### src/rtl/data_sym_mod_pkg.sv
// Shared widths, amplitude constant and symbol layout for the QPSK data-symbol mapper.
// Contents: BYTE_W/SYM_W/HALF_W/DIBIT_W/CNT_W/SYM_CNT_W widths, QPSK_AMP_Q14 level,
//           sym_t symbol payload {im, re}, qpsk_level() sign helper.
package data_sym_mod_pkg;

    localparam int unsigned BYTE_W    = 8;
    localparam int unsigned SYM_W     = 32;
    localparam int unsigned HALF_W    = 16;
    localparam int unsigned DIBIT_W   = 2;
    localparam int unsigned CNT_W     = 3;
    localparam int unsigned SYM_CNT_W = 16;

    // 0.7071 in Q1.14
    localparam logic [HALF_W-1:0] QPSK_AMP_Q14 = 16'h2D41;

    // Complex symbol as presented to the IFFT/framer: Im in the upper half
    typedef struct packed {
        logic [HALF_W-1:0] im;
        logic [HALF_W-1:0] re;
    } sym_t;

    // A set bit selects the negative (two's complement) level
    function automatic logic [HALF_W-1:0] qpsk_level(input logic neg, input logic [HALF_W-1:0] amp);
        return neg ? (~amp + HALF_W'(1)) : amp;
    endfunction

endpackage

### src/rtl/data_sym_mod_qpsk_map.sv
// Combinational QPSK dibit-to-symbol mapper.
// Ports: dibit_i [1:0] dibit (bit1 -> Im sign, bit0 -> Re sign, 1 = negative)
//        sym_o   [31:0] symbol {Im[15:0], Re[15:0]}
// Parameter AMP: symbol magnitude in Q1.14.
module qpsk_map
    import data_sym_mod_pkg::*;
#(
    parameter logic [HALF_W-1:0] AMP = QPSK_AMP_Q14
) (
    input  logic [DIBIT_W-1:0] dibit_i,
    output sym_t               sym_o
);

    always_comb begin
        sym_o.re = qpsk_level(dibit_i[0], AMP);
        sym_o.im = qpsk_level(dibit_i[1], AMP);
    end

endmodule

### src/rtl/data_sym_mod.sv
// QPSK data-symbol mapper: unpacks bytes received on a Wishbone-style streaming slave
// into dibits (LSB dibit first) and emits one complex symbol per dibit on a streaming master.
// Ports: clk_i, rst_ni (async, active-low)
//        slave : DAT_I[7:0], WE_I, STB_I, CYC_I in; ACK_O out (combinational)
//        master: DAT_O[31:0] {Im,Re}, CYC_O, STB_O, WE_O (= STB_O) out; ACK_I in
//        SYM_CNT_O[15:0] out, only when DATA_SYM_MOD_CNT_EN is defined (handed-off symbol count)
// Parameters: SYMS_PER_BYTE (1 or 4), AMP (Q1.14 magnitude).
// Build option: DATA_SYM_MOD_CNT_EN adds the handed-off symbol counter.
module data_sym_mod
    import data_sym_mod_pkg::*;
#(
    parameter int unsigned       SYMS_PER_BYTE = 4,
    parameter logic [HALF_W-1:0] AMP           = QPSK_AMP_Q14
) (
    input  logic                 clk_i,
    input  logic                 rst_ni,
    input  logic [BYTE_W-1:0]    DAT_I,
    input  logic                 WE_I,
    input  logic                 STB_I,
    input  logic                 CYC_I,
    output logic                 ACK_O,
    output logic [SYM_W-1:0]     DAT_O,
    output logic                 CYC_O,
    output logic                 STB_O,
    output logic                 WE_O,
    input  logic                 ACK_I
`ifdef DATA_SYM_MOD_CNT_EN
    ,
    output logic [SYM_CNT_W-1:0] SYM_CNT_O
`endif
);

    sym_t              dat_q, dat_d;
    logic              stb_q, stb_d;
    logic              cyc_q, cyc_d;
    logic [BYTE_W-1:0] shift_q, shift_d;
    logic [CNT_W-1:0]  cnt_q, cnt_d;
    sym_t              sym_c;
    logic              out_halt_c, ena_c, ack_c;

    qpsk_map #(.AMP(AMP)) u_map (
        .dibit_i (shift_q[DIBIT_W-1:0]),
        .sym_o   (sym_c)
    );

    // Accept only when the unpacker is empty or emitting its last dibit this cycle
    assign out_halt_c = stb_q & ~ACK_I;
    assign ena_c      = CYC_I & STB_I & WE_I;
    assign ack_c      = ena_c & ~out_halt_c & (cnt_q <= CNT_W'(1));

    // Next-state: emit/shift, byte load overrides the decrement, everything holds on stall
    always_comb begin
        dat_d   = dat_q;
        stb_d   = stb_q;
        shift_d = shift_q;
        cnt_d   = cnt_q;
        cyc_d   = cyc_q;

        if (!out_halt_c) begin
            if (cnt_q != '0) begin
                dat_d   = sym_c;
                stb_d   = 1'b1;
                shift_d = shift_q >> DIBIT_W;
                cnt_d   = cnt_q - CNT_W'(1);
            end else begin
                stb_d   = 1'b0;
            end
            if (ack_c) begin
                shift_d = DAT_I;
                cnt_d   = CNT_W'(SYMS_PER_BYTE);
            end
        end

        // Bus cycle stays open until the last symbol has been taken downstream
        if (CYC_I && (cnt_q != '0)) begin
            cyc_d = 1'b1;
        end else if (!CYC_I && !stb_q && (cnt_q == '0)) begin
            cyc_d = 1'b0;
        end
    end

    // State registers
    always_ff @(posedge clk_i or negedge rst_ni) begin
        if (!rst_ni) begin
            dat_q   <= '0;
            stb_q   <= 1'b0;
            cyc_q   <= 1'b0;
            shift_q <= '0;
            cnt_q   <= '0;
        end else begin
            dat_q   <= dat_d;
            stb_q   <= stb_d;
            cyc_q   <= cyc_d;
            shift_q <= shift_d;
            cnt_q   <= cnt_d;
        end
    end

    assign ACK_O = ack_c;
    assign DAT_O = dat_q;
    assign STB_O = stb_q;
    assign WE_O  = stb_q;
    assign CYC_O = cyc_q;

`ifdef DATA_SYM_MOD_CNT_EN
    logic [SYM_CNT_W-1:0] sym_cnt_q, sym_cnt_d;

    // Counts handoffs, wraps naturally, restarts whenever the output cycle closes
    always_comb begin
        sym_cnt_d = sym_cnt_q;
        if (stb_q && ACK_I) begin
            sym_cnt_d = sym_cnt_q + SYM_CNT_W'(1);
        end
        if (cyc_q && !cyc_d) begin
            sym_cnt_d = '0;
        end
    end

    always_ff @(posedge clk_i or negedge rst_ni) begin
        if (!rst_ni) begin
            sym_cnt_q <= '0;
        end else begin
            sym_cnt_q <= sym_cnt_d;
        end
    end

    assign SYM_CNT_O = sym_cnt_q;
`endif

endmodule

### config.mk
export PLATFORM = sky130hd
export DESIGN_NAME = data_sym_mod
export DESIGN_NICKNAME = d
export VERILOG_FILES = /design/src/rtl/data_sym_mod_pkg.sv /design/src/rtl/data_sym_mod_qpsk_map.sv /design/src/rtl/data_sym_mod.sv
export SDC_FILE = /design/constraint.sdc
export NUM_CORES = 1
export LEC_CHECK = 0
export CORE_MARGIN = 2
export CORE_UTILIZATION = 37
export DETAILED_ROUTE_END_ITERATION = 6
export GPL_ROUTABILITY_DRIVEN = 0
export PLACE_DENSITY = 0.77
export SYNTH_ARGS = -nofsm -noshare
export SYNTH_HDL_FRONTEND = slang
export SYNTH_SLANG_ARGS = --single-unit
### constraint.sdc
create_clock -name clk_i -period 1.7 [get_ports clk_i]
set_input_delay 0.425 -clock clk_i [delete_from_list [all_inputs] [get_ports clk_i]]
set_output_delay 0.425 -clock clk_i [all_outputs]
set_load 0.1 [all_outputs]
; ---- Word-level counts from Yosys, hierarchy flattened
; Cells that the tools add are included.
[totals]
wordCells = 35
register_bits = 45
memories = 0
mem_bits_ro = 0
latchBits = 0
ramBits = 0
[classes]
n_lt_le_gt_ge = 1
eq_ne = 0
bitwise_logic = 7
div = 0
shift = 0
muxes = 9
reduce_logical = 11
mul = 0
addsub = 1
[ops]
columns = cell, n
row1 = two-way mux 16 bit, 2
row2 = two-way mux 8 bit, 2
row3 = two-way mux 3 bit, 2
row4 = bitwise AND 1 bit, 5
row5 = AND reduction 2 bit, 2
row6 = nonzero test 2 bit, 2
row7 = less-or-equal comparator 3 x 1 -> 1 bit (second input constant), 1
row8 = logical AND 1 bit, 3
row9 = logical NOT 3 bit, 1
row10 = two-way mux 1 bit, 3
row11 = nonzero test 3 bit, 1
row12 = subtractor 3 x 1 -> 3 bit (second input constant), 1
row13 = logical NOT 1 bit, 2
row14 = NOT 1 bit, 2

; ---- Longest topological paths before layout
[depth]
word_depth = 7
ltp_mapped = 7
mapped_depth_nobuf = 6

; ---- Cells and area by module
; A second synthesis with hierarchy kept.
[unflattened]
hier_cells = 175
area_unflattened_um2 = 2169.6
[by_module_without_submodules]
columns = mod, area_per_inst_um2, cells_per_inst, n_inst, seq_area_each_um2
row1 = data_sym_mod, 1933.1, 142, 1, 1126.1
row2 = qpsk_map, 236.5, 33, 1, 0.0

; ---- Least setup slack after synthesis
; Ideal clock, no wire load.
[synth_path]
path_type = reg-to-output
from = reg stb_q (netlist: STB_O)
to = out ACK_O
arrival_time_ns = 2.275
stages_incl_launch_ff = 6
path_slack_ns = -1.000
required_ns = 1.275
path_cell_list = dfrtp_1 nor2b_4 clkbuf_2 or3_4 buf_6 inv_1
[synth_via]
elab_chain_cells = 4
[synth_lines]
columns = item, line_no
row1 = start: declaration, data_sym_mod.sv:34  ; logic stb_q, stb_d;
row2 = start signal: assignment, data_sym_mod.sv:92  ; stb_q <= stb_d;
row3 = bitwise AND 1 bit, data_sym_mod.sv:47  ; assign out_halt_c = stb_q & ~ACK_I;
row4 = NOT 1 bit (no line), --
row5 = bitwise AND 1 bit (2 in series), data_sym_mod.sv:49  ; assign ack_c = ena_c & ~out_halt_c & (cnt_q <= CNT_W'(1));
row6 = end: declaration, data_sym_mod.sv:21  ; output logic ACK_O,
; No other way between the ends.

; ---- Final worst setup path
[layout_path]
from = reg cnt_q[1]
to = out ACK_O
[layout_via]
elab_chain_cells = 2
[layout_lines]
columns = item, line_no
row1 = start: declaration, data_sym_mod.sv:37  ; logic [CNT_W-1:0] cnt_q, cnt_d;
row2 = start signal: assignment, data_sym_mod.sv:95  ; cnt_q <= cnt_d;
row3 = less-or-equal comparator 3 x 1 -> 1 bit, data_sym_mod.sv:49
row4 = bitwise AND 1 bit, data_sym_mod.sv:49
; No other way between the ends.

==> impl_summary.md <==
Status
The run finished, with violations left. The final reports fail on DRC, setup timing.

Route
In the final routed layout, each cell accounts on average for 15.0 um. The total detailed-routing wirelength is 2700 um. The remaining number of nets flagged by the antenna check after routing is 0. Summing over every cut layer, the via total after detailed routing is 957. The number of iterations in the first detailed-routing pass is 6. After detailed routing, the number of remaining DRC violations is 8. The violation count after the first detailed-routing iteration is 41. The routed via count divided by cell count is 5.32.

Synthesis
The share of cell area taken by muxes after synthesis is 3.82%. The area share of fa/ha/maj cells after synthesis is 3.37%. Synthesis handed over a netlist of 115 instances. The sequential share of the synthesized area is 40.4%. Summing the areas of all compound-gate instances in the mapped netlist gives 14.3% of the synthesized area.

After Yosys synthesis, XOR and XNOR cells account for 0% of the synthesized area. The mean area per synthesized cell is 9.68 um2. The simple-gate share of the synthesized area is 14.7%.

The count of yosys warnings during synthesis is 0. In this run, distinct cell masters in the synthesized netlist total 24. The cell area that synthesis handed to floorplanning was 1110 um2. The total of flip-flops plus latches after synthesis is 18. After synthesis, the largest family of logic cells by area is buffers and inverters. The number of nets in the synthesized netlist is 132.

STA
Across all setup checks in the final design, the least slack found is -410 ps. At the pin with the least slew margin, the transition time is 304 ps. The final number of max-transition violations was 0. The final hold violation count is 0. The tightest hold path in the finished design has a slack of 430 ps. Across the routed clock network, the largest skew measured is 7.78 ps.

Setup repair after global routing could not meet its margin everywhere. The relative slew slack is 79.8%. The smallest clock period supported by the final layout is computed as 2110 ps. The period utilization is 124%. For the final routed database, the setup TNS stands at -410 ps. The highest clock frequency the design can meet is 0.474 GHz. The final setup violation count is 1.

Floorplanning
The area of the die is 3460 um2. For this design the top-level I/O count stands at 50. From bottom edge to top edge, the die measures 58.9 um. The floorplan step set the die width to 58.9 um. The starting utilization of the core area is 39.7%. The placeable core region is 2810 um2. The number of core rows is 19.

Cells and area
The library cell used most frequently in the layout, excluding fill and tap cells, is sky130_fd_sc_hd__buf_12. Cells fill 69.2% of the core in the end. The repair_antennas step left the layout with diodes totalling 0.

In the final layout, the share of cells above drive strength 1 is 48.3%. The count of fill cells added during filler insertion is 197. In the layout the commonest cells are sky130_fd_sc_hd__buf_12 (36), sky130_fd_sc_hd__o21ai_0 (15), sky130_fd_sc_hd__buf_4 (15). After the last flow step, the layout net total stands at 167.

The area growth from synthesis to layout is 74.4%.

Clock tree
For the worst-skew pair, the clock arrives at the later sink with an insertion delay of 310 ps. Clock tree synthesis found a total of 18 sinks. The clock transition at the registers of the reported paths is 110 ps. Counting the buffers created by CTS gives 3.

The setup fix buffers added after clock tree synthesis is 0. The clock passes through at most 2 buffers. The cell at the root of the clock tree is sky130_fd_sc_hd__clkbuf_4. TritonCTS built the clock tree. The CTS H-tree depth is 1.

Critical path
The worst setup path is of the reg2out kind. The internal reg-to-reg setup slack is 100 ps. In this run the worst path has a maximum fanout of 2. The critical path ends at ACK_O. The cell count of the worst reg-to-reg path is 6. At the worst endpoint, the required time is 1270 ps. The number of buffers and inverters on the critical path is 3. At the worst endpoint, the arrival time is 1690 ps. The cell with the largest stage delay on the worst path is sky130_fd_sc_hd__dfrtp_1. The startpoint identified for the worst register-to-register timing path is cnt_q[0]$_DFFE_PN0P_.

The beginning of the critical path is cnt_q[1]$_DFFE_PN0P_. The worst setup path is launched from a register. The cell family contributing the most delay on the critical path is buffers and inverters. The nature of the critical path endpoint is an output pin. The instance count on the critical path is 5. The largest incremental delay on the critical path is 400 ps. The signal on the critical path passes through buf_4, o21ba_4, or3_4, clkinvlp_4, buf_12. The endpoint of the lowest-slack register-to-register path is DAT_O[30]$_DFFE_PN0P_.

Global routing
Entering global routing, the biggest net connects 19 pins. The initial antenna violation count came to 0. The via count of the first global-routing pass is 939. Global routing finished with a remaining overflow of 0. The wire length of the first global-routing pass is 4510 um. Global routing consumed, over all layers together, 17.2% of the routing resources.

Worst hold path
The class of the most critical hold timing path is in2async.

Run
Across the run, the number of max-cap violations was 0.

Place
The placed wire-length estimate is 2140 um. In this run the tool buffered the top-level ports with 49 buffer cells.
-- state kept, by name, summed over array words and instances, names as in the netlist --
name / flops
cnt_q: 3
CYC_O: 1
DAT_O: 5
shift_q: 8
STB_O: 1
-- per-layer routing --
layer | share of wire [%] | routed length (um) | track usage (%)
met5 | 0 | 0 | 0
met2 | 51 | 1370 | 29.4
met1 | 38 | 1020 | 20.6
met4 | 1.9 | 51 | 8.44
met3 | 9.4 | 253 | 3.08
-- synthesized netlist by cell type --
master	instances	area [um2]
sky130_fd_sc_hd__buf_4	28	210
sky130_fd_sc_hd__dfrtp_1	18	450
sky130_fd_sc_hd__o21ai_0	15	75.1
sky130_fd_sc_hd__a31oi_1	7	43.8
sky130_fd_sc_hd__nand3_1	7	35.0
sky130_fd_sc_hd__nor4_1	6	37.5
sky130_fd_sc_hd__inv_1	5	18.8
sky130_fd_sc_hd__clkbuf_1	4	15.0
sky130_fd_sc_hd__a21oi_1	3	15.0
sky130_fd_sc_hd__ha_1	3	37.5
sky130_fd_sc_hd__nand2b_1	3	18.8
sky130_fd_sc_hd__mux2_2	2	22.5
sky130_fd_sc_hd__mux2i_1	2	20.0
sky130_fd_sc_hd__nand2_1	2	7.51
sky130_fd_sc_hd__a311oi_1	1	8.76
sky130_fd_sc_hd__and3_1	1	6.26
sky130_fd_sc_hd__buf_6	1	11.3
sky130_fd_sc_hd__clkbuf_2	1	5.00
sky130_fd_sc_hd__nand4b_4	1	23.8
sky130_fd_sc_hd__nor2_1	1	3.75
sky130_fd_sc_hd__nor2b_1	1	6.26
sky130_fd_sc_hd__nor2b_4	1	13.8
sky130_fd_sc_hd__o21ba_4	1	16.3
sky130_fd_sc_hd__or3_4	1	11.3
-- stage by stage --
step,area [um2],cells,worst slack [ps]
after floorplan,1140,115,-483
after global placement,1890,176,-423
after detailed placement,1890,176,-436
after CTS,1930,180,-420
after global routing,1940,180,-479
final,1940,180,-410
-- what timing repair did --
action / in CTS / in global routing
resized for setup: 6 / 4
hold buffers: 0 / 0
setup endpoints to repair: 1 / 26
pin swaps: 1 / 0
-- cell type report --
cell class	count	area (um2)	share of cell area, %
timing repair buffer	64	960	49.4
clock buffer	4	36.3	1.87
sequential	18	467	24.0
inverter	5	22.5	1.16
tap	31	38.8	2.00
multi-input combinational	58	418	21.5
-- logic make-up (layout without fill, tap and decap cells) --
family                     Yosys count  count (layout)
buffers and inverters               39              73
AOI/OAI and AO/OA                   27              27
and+or+nand+nor                     24              24
DFF                                 18              18
muxes                                4               4
adders and majority gates            3               3
-- worst min path at each step --
stage                      startpoint                    end  slack (ps)  cells after the start
2_1_floorplan                  rst_ni      CYC_O$_DFFE_PN0P_         130                      0
3_3_place_gp   shift_q[0]$_DFFE_PN0P_  DAT_O[13]$_DFFE_PN0P_         460                      1
3_5_place_dp   shift_q[1]$_DFFE_PN0P_  DAT_O[29]$_DFFE_PN0P_         480                      1
4_1_cts                        rst_ni   cnt_q[1]$_DFFE_PN0P_         430                      2
5_1_grt                        rst_ni   cnt_q[1]$_DFFE_PN0P_         430                      2
6_report                       rst_ni   cnt_q[1]$_DFFE_PN0P_         430                      2
Power is left out: the tool's default activity adds up to more than one toggle a clock period on the data nets, which glitch-free logic cannot reach.
